===== src/rtl/if_stage.sv =====
// Instruction fetch: holds the PC and fetches over a variable-latency req/valid port (one outstanding).
// IF/ID is registered; stall parks a returned word in hold_buf, redirect squashes and drains the stale fetch.
module if_stage #(
    parameter logic [31:0] RESET_PC  = 32'h0000_0000,
    parameter logic [31:0] NOP_INSTR = 32'h0000_0000
) (
    input  logic        clk,
    input  logic        rst,
    input  logic        PCWrite,
    input  logic        freeze,
    input  logic        PCSrc,
    input  logic [31:0] Branch_Address,
    output logic        imem_req,
    output logic [31:0] imem_addr,
    input  logic [31:0] imem_rdata,
    input  logic        imem_valid,
    output logic [31:0] Instruction,
    output logic [31:0] Next_Address,
    output logic        if_valid,
    output logic [31:0] pc
);

    typedef enum logic [1:0] {
        FETCH = 2'd0,
        HOLD  = 2'd1,
        DRAIN = 2'd2
    } state_t;

    state_t      state;
    logic [31:0] hold_buf;
    logic [31:0] drain_addr;
    logic [31:0] pc_plus4;
    logic        stall;

    assign stall     = ~PCWrite | freeze;
    assign pc_plus4  = pc + 32'd4;
    assign imem_req  = ~rst && (state != HOLD);
    // In DRAIN the PC already points at the redirect target; the bus must keep the stale address.
    assign imem_addr = (state == DRAIN) ? drain_addr : pc;

    always_ff @(posedge clk) begin
        if (rst) begin
            pc           <= RESET_PC;
            Instruction  <= NOP_INSTR;
            Next_Address <= 32'd0;
            if_valid     <= 1'b0;
            hold_buf     <= 32'd0;
            drain_addr   <= 32'd0;
            state        <= FETCH;
        end else if (PCSrc) begin
            pc           <= Branch_Address;
            Instruction  <= NOP_INSTR;
            Next_Address <= 32'd0;
            if_valid     <= 1'b0;
            hold_buf     <= 32'd0;
            if (state == FETCH && !imem_valid) begin
                drain_addr <= pc;
                state      <= DRAIN;
            end else if (state == DRAIN && !imem_valid) begin
                state <= DRAIN;
            end else begin
                state <= FETCH;
            end
        end else begin
            case (state)
                FETCH: begin
                    if (imem_valid) begin
                        if (!stall) begin
                            Instruction  <= imem_rdata;
                            Next_Address <= pc_plus4;
                            if_valid     <= 1'b1;
                            pc           <= pc_plus4;
                        end else begin
                            hold_buf <= imem_rdata;
                            state    <= HOLD;
                        end
                    end else if (!stall) begin
                        Instruction <= NOP_INSTR;
                        if_valid    <= 1'b0;
                    end
                end
                HOLD: begin
                    if (!stall) begin
                        Instruction  <= hold_buf;
                        Next_Address <= pc_plus4;
                        if_valid     <= 1'b1;
                        pc           <= pc_plus4;
                        state        <= FETCH;
                    end
                end
                DRAIN: begin
                    if (imem_valid) begin
                        state <= FETCH;
                    end
                end
                default: state <= FETCH;
            endcase
        end
    end

endmodule


===== config.mk =====
export PLATFORM = sky130hd
export DESIGN_NAME = if_stage
export DESIGN_NICKNAME = d
export VERILOG_FILES = /design/src/rtl/if_stage.sv
export SDC_FILE = /design/constraint.sdc
export NUM_CORES = 1
export LEC_CHECK = 0
export CAP_MARGIN = 25
export CORE_UTILIZATION = 49
export DETAILED_ROUTE_END_ITERATION = 10
export MAX_ROUTING_LAYER = met4
export PLACE_DENSITY = 0.83
export SLEW_MARGIN = 25
export SYNTH_ARGS = -nofsm -noshare
export SYNTH_HDL_FRONTEND = slang
export SYNTH_SLANG_ARGS = --single-unit

===== constraint.sdc =====
create_clock -name clk -period 2.5 [get_ports clk]
set_input_delay 0.5 -clock clk [delete_from_list [all_inputs] [get_ports clk]]
set_output_delay 0.5 -clock clk [all_outputs]
set_load 0.01 [all_outputs]

==> results of run 1 <==
## cells in the final DEF, fill, tap and decap left out, types with 3 or more instances in the layout
cell               n
buf_4             41
mux2i_1            6
nor3_1            19
and3_1             7
a221oi_1          32
mux2_2            31
nand3_1           13
clkinvlp_4         5
buf_12             9
and4_1             3
o21a_1            15
bufinv_16          4
nor2b_1            4
nor2_1            61
nand2_1          185
inv_6              3
dlygate4sd2_1      5
xor2_1            21
nand4_1           12
a21oi_1          143
a211oi_1           8
nor3b_1            8
o22ai_1            7
xnor2_1           27
inv_1             47
dlymetal6s2s_1    20
clkbuf_16         17
nor4_1             7
o21ai_0           25
clkdlybuf4s50_1  172
dfxtp_1          163
## through the flow
stage                 util  TNS, ns  hold slack, ns
floorplan                -        0          0.4329
global placement    0.6700  -0.3944          0.4382
detailed placement  0.6700   -1.278          0.4447
CTS                 0.7127        0          0.3757
global route        0.7166        0          0.3991
finish              0.7166        0          0.4038
## worst max-delay path, stage by stage (launching register included)
cell and delay, ns:
dfxtp_1 0.33, nor2b_4 0.20, buf_8 0.17, mux2_2 0.33, clkdlybuf4s50_1 0.49
## kinds of logic after synthesis
group / after synthesis / synth area share
AND/OR/NAND/NOR: 335 / 0.2001
AO/OA/AOI/OAI: 233 / 0.1805
flip-flops: 163 / 0.4327
buffers and inverters: 140 / 0.07500
XOR/XNOR: 48 / 0.05575
multiplexers: 37 / 0.05426
adder cells (fa/ha/maj): 1 / 0.001659
## how the worst max path moves through the flow
stage / from / to / slack (ns) / cells past startpoint
floorplan: state[0] / imem_addr[10] / 0.47 / 5
global placement: PCWrite / pc[22] / -0.09 / 7
detailed placement: PCWrite / pc[21] / -0.12 / 7
CTS: state[1] / imem_addr[0] / 0.0007 / 4
global route: state[1] / imem_addr[26] / 0.006 / 4
finish: state[1] / imem_addr[28] / 0.06 / 4
## state kept, by name, summed over array words and instances (netlist names)
| signal | count |
|---|---|
| state | 2 |
| drain_addr | 32 |
| hold_buf | 32 |
| if_valid | 1 |
| pc | 32 |
| Instruction | 32 |
| Next_Address | 32 |
## layout make-up
class | instances | share of cell area
Inverter | 47 | 0.01669
Tap cell | 184 | 0.02178
Timing Repair Buffer | 251 | 0.2402
Sequential cell | 163 | 0.3086
Clock inverter | 15 | 0.01953
Multi-Input combinational cell | 654 | 0.3529
Clock buffer | 17 | 0.04024
## report_power, final
part / internal, µW / switching, µW
combinational: 453 / 448
clock: 1680 / 1110
sequential: 2680 / 93.2
total: 4820 / 1650
## per-layer routing
layer | vias to the layer above | share of wire | routed length [µm] | global-route usage
met5 | - | 0 | 0 | -
met1 | 3526 | 0.41 | 9262 | 0.3609
li1 | 3595 | - | - | -
met4 | 0 | 0.021 | 488 | 0.09851
met3 | 42 | 0.091 | 2057 | 0.07901
met2 | 363 | 0.48 | 10900 | 0.4615
## what timing repair did
item / 4_1_cts / 5_1_grt
resized for setup: 6 / 22
pin swaps: 0 / 0
endpoints found under the setup margin: 6 / 26
cloned: 0 / 0
==> flow_summary.json, run 1 <==
{
  "ios": 200,
  "ys_warn_count": 0,
  "grtUsageTotal": 0.2925,
  "cts_tree": "done",
  "synthFlopType": "dfxtp_1",
  "ys_types": 42,
  "multi_input_area_um2": 3731,
  "cp.arrival_ns": 1.94,
  "ir_drop_uv": 502.9,
  "die_area_um2": 15890,
  "reg2reg_to": "pc[24]",
  "antennaDiodeCount": 0,
  "holdPathEnd": "drain_addr[30]",
  "clk_latency_ns": 0.43,
  "drt-total-wl_um": 22710,
  "ant_nets": 0,
  "grt_overflow": 0,
  "post_dp_cell_area_um2": 9886,
  "synthArstFlopShare": 0,
  "die_w_um": 126.1,
  "ys_seq_elements": 163,
  "min_path_type": "in2reg",
  "hold_depth": 2,
  "fin_cells": 1331,
  "path_clk_slew_ns": 0.06,
  "synth.most_common_cell": "nand2_1",
  "portBuffers": 199,
  "post_cts.repair.setup_buffers": 0,
  "drtPass1Iterations": 5,
  "placementRows": 44,
  "dr_total_vias": 7526,
  "worstPathRequired_ns": 2.00,
  "clock_sinks": 163,
  "rsz0062_at_grt": "no",
  "vias_per_cell": 5.654,
  "critPathMaxFanout": 10,
  "slew_headroom": 0.5909,
  "fin_crit_ns": 2.437,
  "place_congestion": 0.8670,
  "cts_hold_buf": 0,
  "drv_slew": 0,
  "hpwl_um": 15030,
  "dp_cells": 1299,
  "criticalPathCategory": "reg2out",
  "design_area_um2": 10570,
  "initial_core_util": 0.5111,
  "drive_gt1_frac": 0.1107,
  "leakage_uw": 0.004094,
  "coreArea_um2": 14750,
  "grt_antenna_before_repair": 0,
  "clock_path_buffers": 2,
  "seq_area_frac_synth": 0.4327,
  "synth_top_area_cell": "dfxtp_1",
  "netlist_area_um2": 7541,
  "skew_ns": 0.007110,
  "p_total_uw": 6463,
  "synth.avg_cell_area_um2": 7.880,
  "drt_iter0_drc": 694,
  "cp-end-kind": "output pin",
  "grt_max_degree": 62,
  "setup_ws_ns": 0.06298,
  "grt_first_pass_wirelength_um": 36160,
  "pre_cts_slack_ns": -0.1216,
  "setup_viol": 0,
  "clockRootBuffer": "clkbuf_16",
  "hold_viol": 0,
  "routedWlPerCell_um": 17.06,
  "fmax_mhz": 410.3,
  "crit_path_start_kind": "flop",
  "synth_enable_flop_cells": 0,
  "nets": 1205,
  "status": "complete, no violations",
  "worstReg2RegStart": "state[1]",
  "regArea_um2": 3263,
  "grt_pass1_vias": 7029,
  "ff2ff_setup_slack_ns": 0.32,
  "synth_commonest_cells": "nand2_1, dfxtp_1, a21oi_1, clkbuf_1, nor2_1",
  "finalCritPeriodShare": 0.9748,
  "min_from": "rst",
  "syn_to_final_growth_pct": 40.20,
  "yosysTopAreaCellShare": 0.4327,
  "htree_levels": 4,
  "netlist_instances": 957,
  "synthTopCellsByArea": "dfxtp_1, a21oi_1, nand2_1",
  "drcViolationCount": 0,
  "max_cap_violations": 0,
  "chipHeight_um": 126.1,
  "power_density_nw_per_um2": 611.3,
  "synth_fp_nets": 1028,
  "tightest_slew_ns": 0.6137,
  "rr_worst_depth": 9,
  "cts_buffers": 17,
  "n_fill_cell": 1083
}
No activity file was read; power rests on OpenSTA's default activity.
==> inputs of run 2 (changes only) <==
--- a/config.mk
+++ b/config.mk
@@ -5,9 +5,11 @@
 export SDC_FILE = /design/constraint.sdc
 export NUM_CORES = 1
 export LEC_CHECK = 0
+export ABC_CLOCK_PERIOD_IN_PS = 2500
 export CAP_MARGIN = 25
 export CORE_UTILIZATION = 49
 export DETAILED_ROUTE_END_ITERATION = 10
+export GPL_ROUTABILITY_DRIVEN = 1
 export MAX_ROUTING_LAYER = met4
 export PLACE_DENSITY = 0.83
 export SLEW_MARGIN = 25
==> results of run 2 <==
The final DEF is identical to that of run 1; final timing and power are the same.
==> variant 1, RTL diff (settings of run 2) <==
Encoding of `state_t`: now one-hot (3 bits for 3 states).
--- a/src/rtl/if_stage.sv
+++ b/src/rtl/if_stage.sv
@@ -21,8 +21,8 @@
 );
 
-    typedef enum logic [1:0] {
-        FETCH = 2'd0,
-        HOLD  = 2'd1,
-        DRAIN = 2'd2
+    typedef enum logic [2:0] {
+        FETCH = 3'b001,
+        HOLD  = 3'b010,
+        DRAIN = 3'b100
     } state_t;
 
Behaviour: same outputs for any inputs over 4 cycles, from zero or initial values and one cycle with rst high; so few cycles prove little.
==> variant 1 against run 2 <==
- design area down 2.4%
- critical path depth up 1
- final cell count down 4.2%
- routed wire length down 4.5%
- global-route usage down 1.5 points
- setup slack better by 0.0032 ns
- sequential share of layout area up 1.0 points
- area after synthesis down 0.22%
- total power down 3.3%
- sequential cell count up 1
- first-iteration DRC count up 1.7%
- utilization down 1.7 points
==> variant 1: results <==
placed_design:
  port_buffers: 199
  postPlaceCellArea_sq_um: 9650
  hpwl_um: 13400
  gp_congestion: 0.839
sta:
  finClkSkew_ns: 0.00726
  max_slew_margin_pct: 60.6
logic_synthesis:
  synth_area_leaders: "dfxtp_1, nand2_1, a21oi_1"
  synth_fa_ha_area_share_pct: 0.166
  ys.flop_type: "dfxtp_1"
  async_flop_share_pct: 0
  synth-seq-area-share_pct: 43.6
  synth_cell_types: 48
  synth_xor_area_share_pct: 6.29
  yosysWarningCount: 0
  synthTopCellsByCount: "nand2_1, dfxtp_1, a21oi_1"
  synthMuxAreaShare_pct: 4.91
  synth_nets: 984
  synth_compound_area_share_pct: 16.9
power:
  peakVddDrop_mv: 0.569
  power_leakage_nw: 3.68
  p_int_mw: 4.64
grt:
  grt_pass1_wl_um: 34000
  grtUsageTotal_pct: 27.8
  grt_pass1_vias: 6469
  antenna_found_initial: 1
  grt_max_degree: 66
clock_network:
  cts-buffers-inserted: 17
  path_clk_slew_ns: 0.06
  clkLatencyLatePin_ns: 0.42
  cts-root-buf: "clkbuf_16"
  htreeDepth: 4
  cts_max_path_buffers: 2
worst_setup_path:
  worst-path-max-fanout: 8
  worstPathArrival_ns: 1.93
  cp_slowest_stage_delay_ns: 0.34
  cp_slowest_cell: "mux2_2"
routing:
  drt-total-wl_um: 21700
  vias: 7246
  drtIter0Drc: 706
  firstDrtPassIters: 5
worst_hold_path:
  hold_path.class: "register to register"
cells_and_area:
  nets: 1148
  drive_above_1_share_pct: 11.7
outcome:
  status: "completed"
==> variant 1: cell types whose count changed in the layout (fill, tap and decap cells not counted), sizes merged, moves of 14 or more <==
cell          before  now
buf               54   36
inv               50    5
nor3              19    5
dlygate4sd2        5   32
a221oi            32    1
a211oi             8   31
a21oi            143   93
dlymetal6s2s      20    0
xor2              21   38
nor2              62   77
a311oi             0   36
nand3             13   55
==> variant 1: layer usage <==
| metal | share of wire, % | global-route usage [%] | up-vias |
|---|---|---|---|
| met4 | 2.8 | 11.0 | 0 |
| li1 | - | - | 3496 |
| met5 | 0 | - | - |
| met1 | 44 | 36.1 | 3421 |
| met2 | 46 | 42.8 | 289 |
| met3 | 6.3 | 5.01 | 40 |
==> variant 1: critical path, delay by kind of cell (launching register included) <==
kind	cells	cell delay [ns]
buffers and inverters	2	0.58
flip-flops	1	0.31
multiplexers	1	0.34
AND/OR/NAND/NOR	2	0.28
==> variant 1: cell families after synthesis <==
group,after synthesis
simple gates,370
compound gates,194
flops,164
buf+inv,97
xor+xnor,54
mux,33
fa+ha+maj,1
==> variant 1: power groups by stage <==
stage          Clock, mW  Sequential (mW)  Combinational, mW
3_5_place_dp           0             2.87              0.896
6_report            2.55             2.81              0.887
4_1_cts             2.58             2.81              0.882
2_1_floorplan          0             2.86              0.449
5_1_grt             2.71             2.83              0.952
3_3_place_gp           0             2.87              0.885
==> variant 1: path summary, 6_finish.rpt <==
check	startpoint	to	slack (ns)	cells past startpoint
worst max-delay path	state[0]	imem_addr[18]	0.07	5
worst min-delay path	hold_buf[5]	hold_buf[5]	0.45	2
worst min register to register	hold_buf[5]	hold_buf[5]	0.45	2
worst max register to register	pc[3]	pc[22]	0.24	7
==> variant 1: what timing repair did <==
action,CTS,global route
setup endpoints to repair,32,27
cloned,2,1
hold buffers,0,0
buffers inserted,2,1
pin swaps,1,1
gates resized for setup,37,3
==> variant 1: layout make-up <==
type / instances / area, sq um
antenna: 1 / 2.50
fill: 1165 / 4430
sequential: 164 / 3290
multi-input combinational: 652 / 3820
inverter: 6 / 22.5
timing repair buffer: 236 / 2380
clock inverter: 13 / 135
tap: 184 / 230
clock buffer: 19 / 443
==> variant 1: per-stage QoR <==
step	utilization (%)	setup slack [ns]	hold slack (ns)	std cells	power, mW
5_1_grt	69.9	0.000870	0.466	1275	6.49
3_3_place_gp	65.4	0.156	0.438	1236	3.75
4_1_cts	69.6	0.00960	0.453	1272	6.28
2_1_floorplan	-	0.412	0.433	913	3.31
3_5_place_dp	65.4	0.0989	0.443	1236	3.76
6_report	69.9	0.0662	0.454	1275	6.25
==> variant 2, RTL diff (config.mk and constraints of run 2) <==
Made on the original files. Register the outputs `imem_req` and `imem_addr`, with the module's reset; this adds one clock of latency there. The other outputs are not delayed to match.
--- a/src/rtl/if_stage.sv
+++ b/src/rtl/if_stage.sv
@@ -35,7 +35,14 @@
     assign stall     = ~PCWrite | freeze;
     assign pc_plus4  = pc + 32'd4;
-    assign imem_req  = ~rst && (state != HOLD);
     // In DRAIN the PC already points at the redirect target; the bus must keep the stale address.
-    assign imem_addr = (state == DRAIN) ? drain_addr : pc;
+    always_ff @(posedge clk) begin
+        if (rst) begin
+            imem_req  <= '0;
+            imem_addr <= '0;
+        end else begin
+            imem_req  <= ~rst && (state != HOLD);
+            imem_addr <= (state == DRAIN) ? drain_addr : pc;
+        end
+    end
 
     always_ff @(posedge clk) begin
Behaviour: not the same (Yosys sat finds a counterexample within 4 cycles, from zero or initial values and one cycle with rst high).
==> variant 2 against run 2 <==
- global-route usage decreased by 1.6 points
- die area rose by 9.9%
- routed wire length rose by 3.1%
- setup slack gained 0.23 ns
- maximum frequency up 10%
- total power increased by 7.8%
- via count up 6.8%
- sequential cell count increased by 33
- sequential share of layout area up 4.2 points
- register-to-register slack got worse by 0.03 ns
- count of clock-buffer cells in the layout is 2 higher
- area after synthesis is 10% higher
- design area rose by 5.7%
- critical endpoint is now pc[25]
- largest power group is now registers
==> variant 2: results <==
outcome:
  status: "completed"
cells_and_area:
  num-fill-cells: 1404
  drive_above_1_share_pct: 7.61
  nets: 1307
logic_synthesis:
  synth_fa_ha_area_share_pct: 0.151
  synth_cell_types: 44
  synthMuxAreaShare_pct: 0.724
  synth_xor_area_share_pct: 4.86
  synth-seq-area-share_pct: 47.3
  synth_nets: 1141
  synth_compound_area_share_pct: 17.9
  avgSynthCellArea_sq_um: 7.76
  synth_area_leaders: "dfxtp_1, nand2_1, a21oi_1"
routing:
  vias: 8036
  wl_met1_um: 9900
  post_drt_wl_per_cell_um: 15.9
  drt-total-wl_um: 23400
  drtIter0Drc: 756
  wl_met3_um: 1730
placed_design:
  gp_congestion: 0.906
  hpwl_um: 16000
  dp.cells: 1437
grt:
  grt_max_degree: 84
  grt_pass1_wl_um: 37400
  grt_pass1_vias: 7307
  grtUsageTotal_pct: 27.6
clock_network:
  path_clk_slew_ns: 0.07
  post_cts_resized: 0
sta:
  max_slew_margin_pct: 50.2
power:
  power_leakage_nw: 3.92
worst_setup_path:
  worst-path-max-fanout: 18
  worstPathArrival_ns: 2.56
worst_hold_path:
  hold_path.class: "register to register"
-- variant 2: changes by cell type after synthesis, moves of 9 or more --
cell	change
nand2_1	+70
dfxtp_1	+33
mux2_2	-31
a21oi_1	+21
nand3_1	+13
clkbuf_1	+11
nor3_1	-11
xnor2_1	-9
-- variant 2: final cells by class --
class | instances | share of cell area, %
timing repair buffer | 251 | 21.4
multi-input combinational | 727 | 34.2
inverter | 43 | 1.44
antenna | 1 | 0.0224
clock inverter | 12 | 1.39
clock buffer | 19 | 3.96
tap | 220 | 2.46
sequential | 196 | 35.1
-- variant 2: routing by layer --
layer	GRT usage, %	up-vias
li1	-	3906
met1	35.5	3733
met5	-	-
met3	5.42	51
met4	10.3	0
met2	42.9	346
-- variant 2: final timing paths --
path / from / endpoint / slack [ns] / depth (start not counted)
setup / recovery: pc[7] / pc[25] / 0.29 / 6
hold reg to reg: drain_addr[8] / imem_addr[8] / 0.45 / 2
hold / removal: drain_addr[8] / imem_addr[8] / 0.45 / 2
setup reg to reg: pc[7] / pc[25] / 0.29 / 6
-- variant 2: per-stage QoR --
stage	setup slack, ns	utilization (%)	power, mW	hold slack, ns
floorplan	0.445	-	3.80	0.432
detailed placement	-0.0365	63.8	4.24	0.442
CTS	0.316	67.4	6.99	0.447
global placement	0.0156	63.8	4.22	0.439
global route	0.0932	67.4	7.23	0.457
finish	0.290	67.4	6.97	0.454
-- variant 2: power breakdown --
group / switching [mW] / internal [mW]
combinational: 0.453 / 0.404
sequential: 0.0909 / 3.23
clock: 1.19 / 1.60
total: 1.74 / 5.23
-- variant 2: worst max-delay path: stages (launching register included) --
cell and delay (ns):
dfxtp_1 0.50, nand4_2 0.39, nor4_4 0.44, buf_4 0.28
nand4_1 0.14, xor2_1 0.17, a211oi_1 0.21
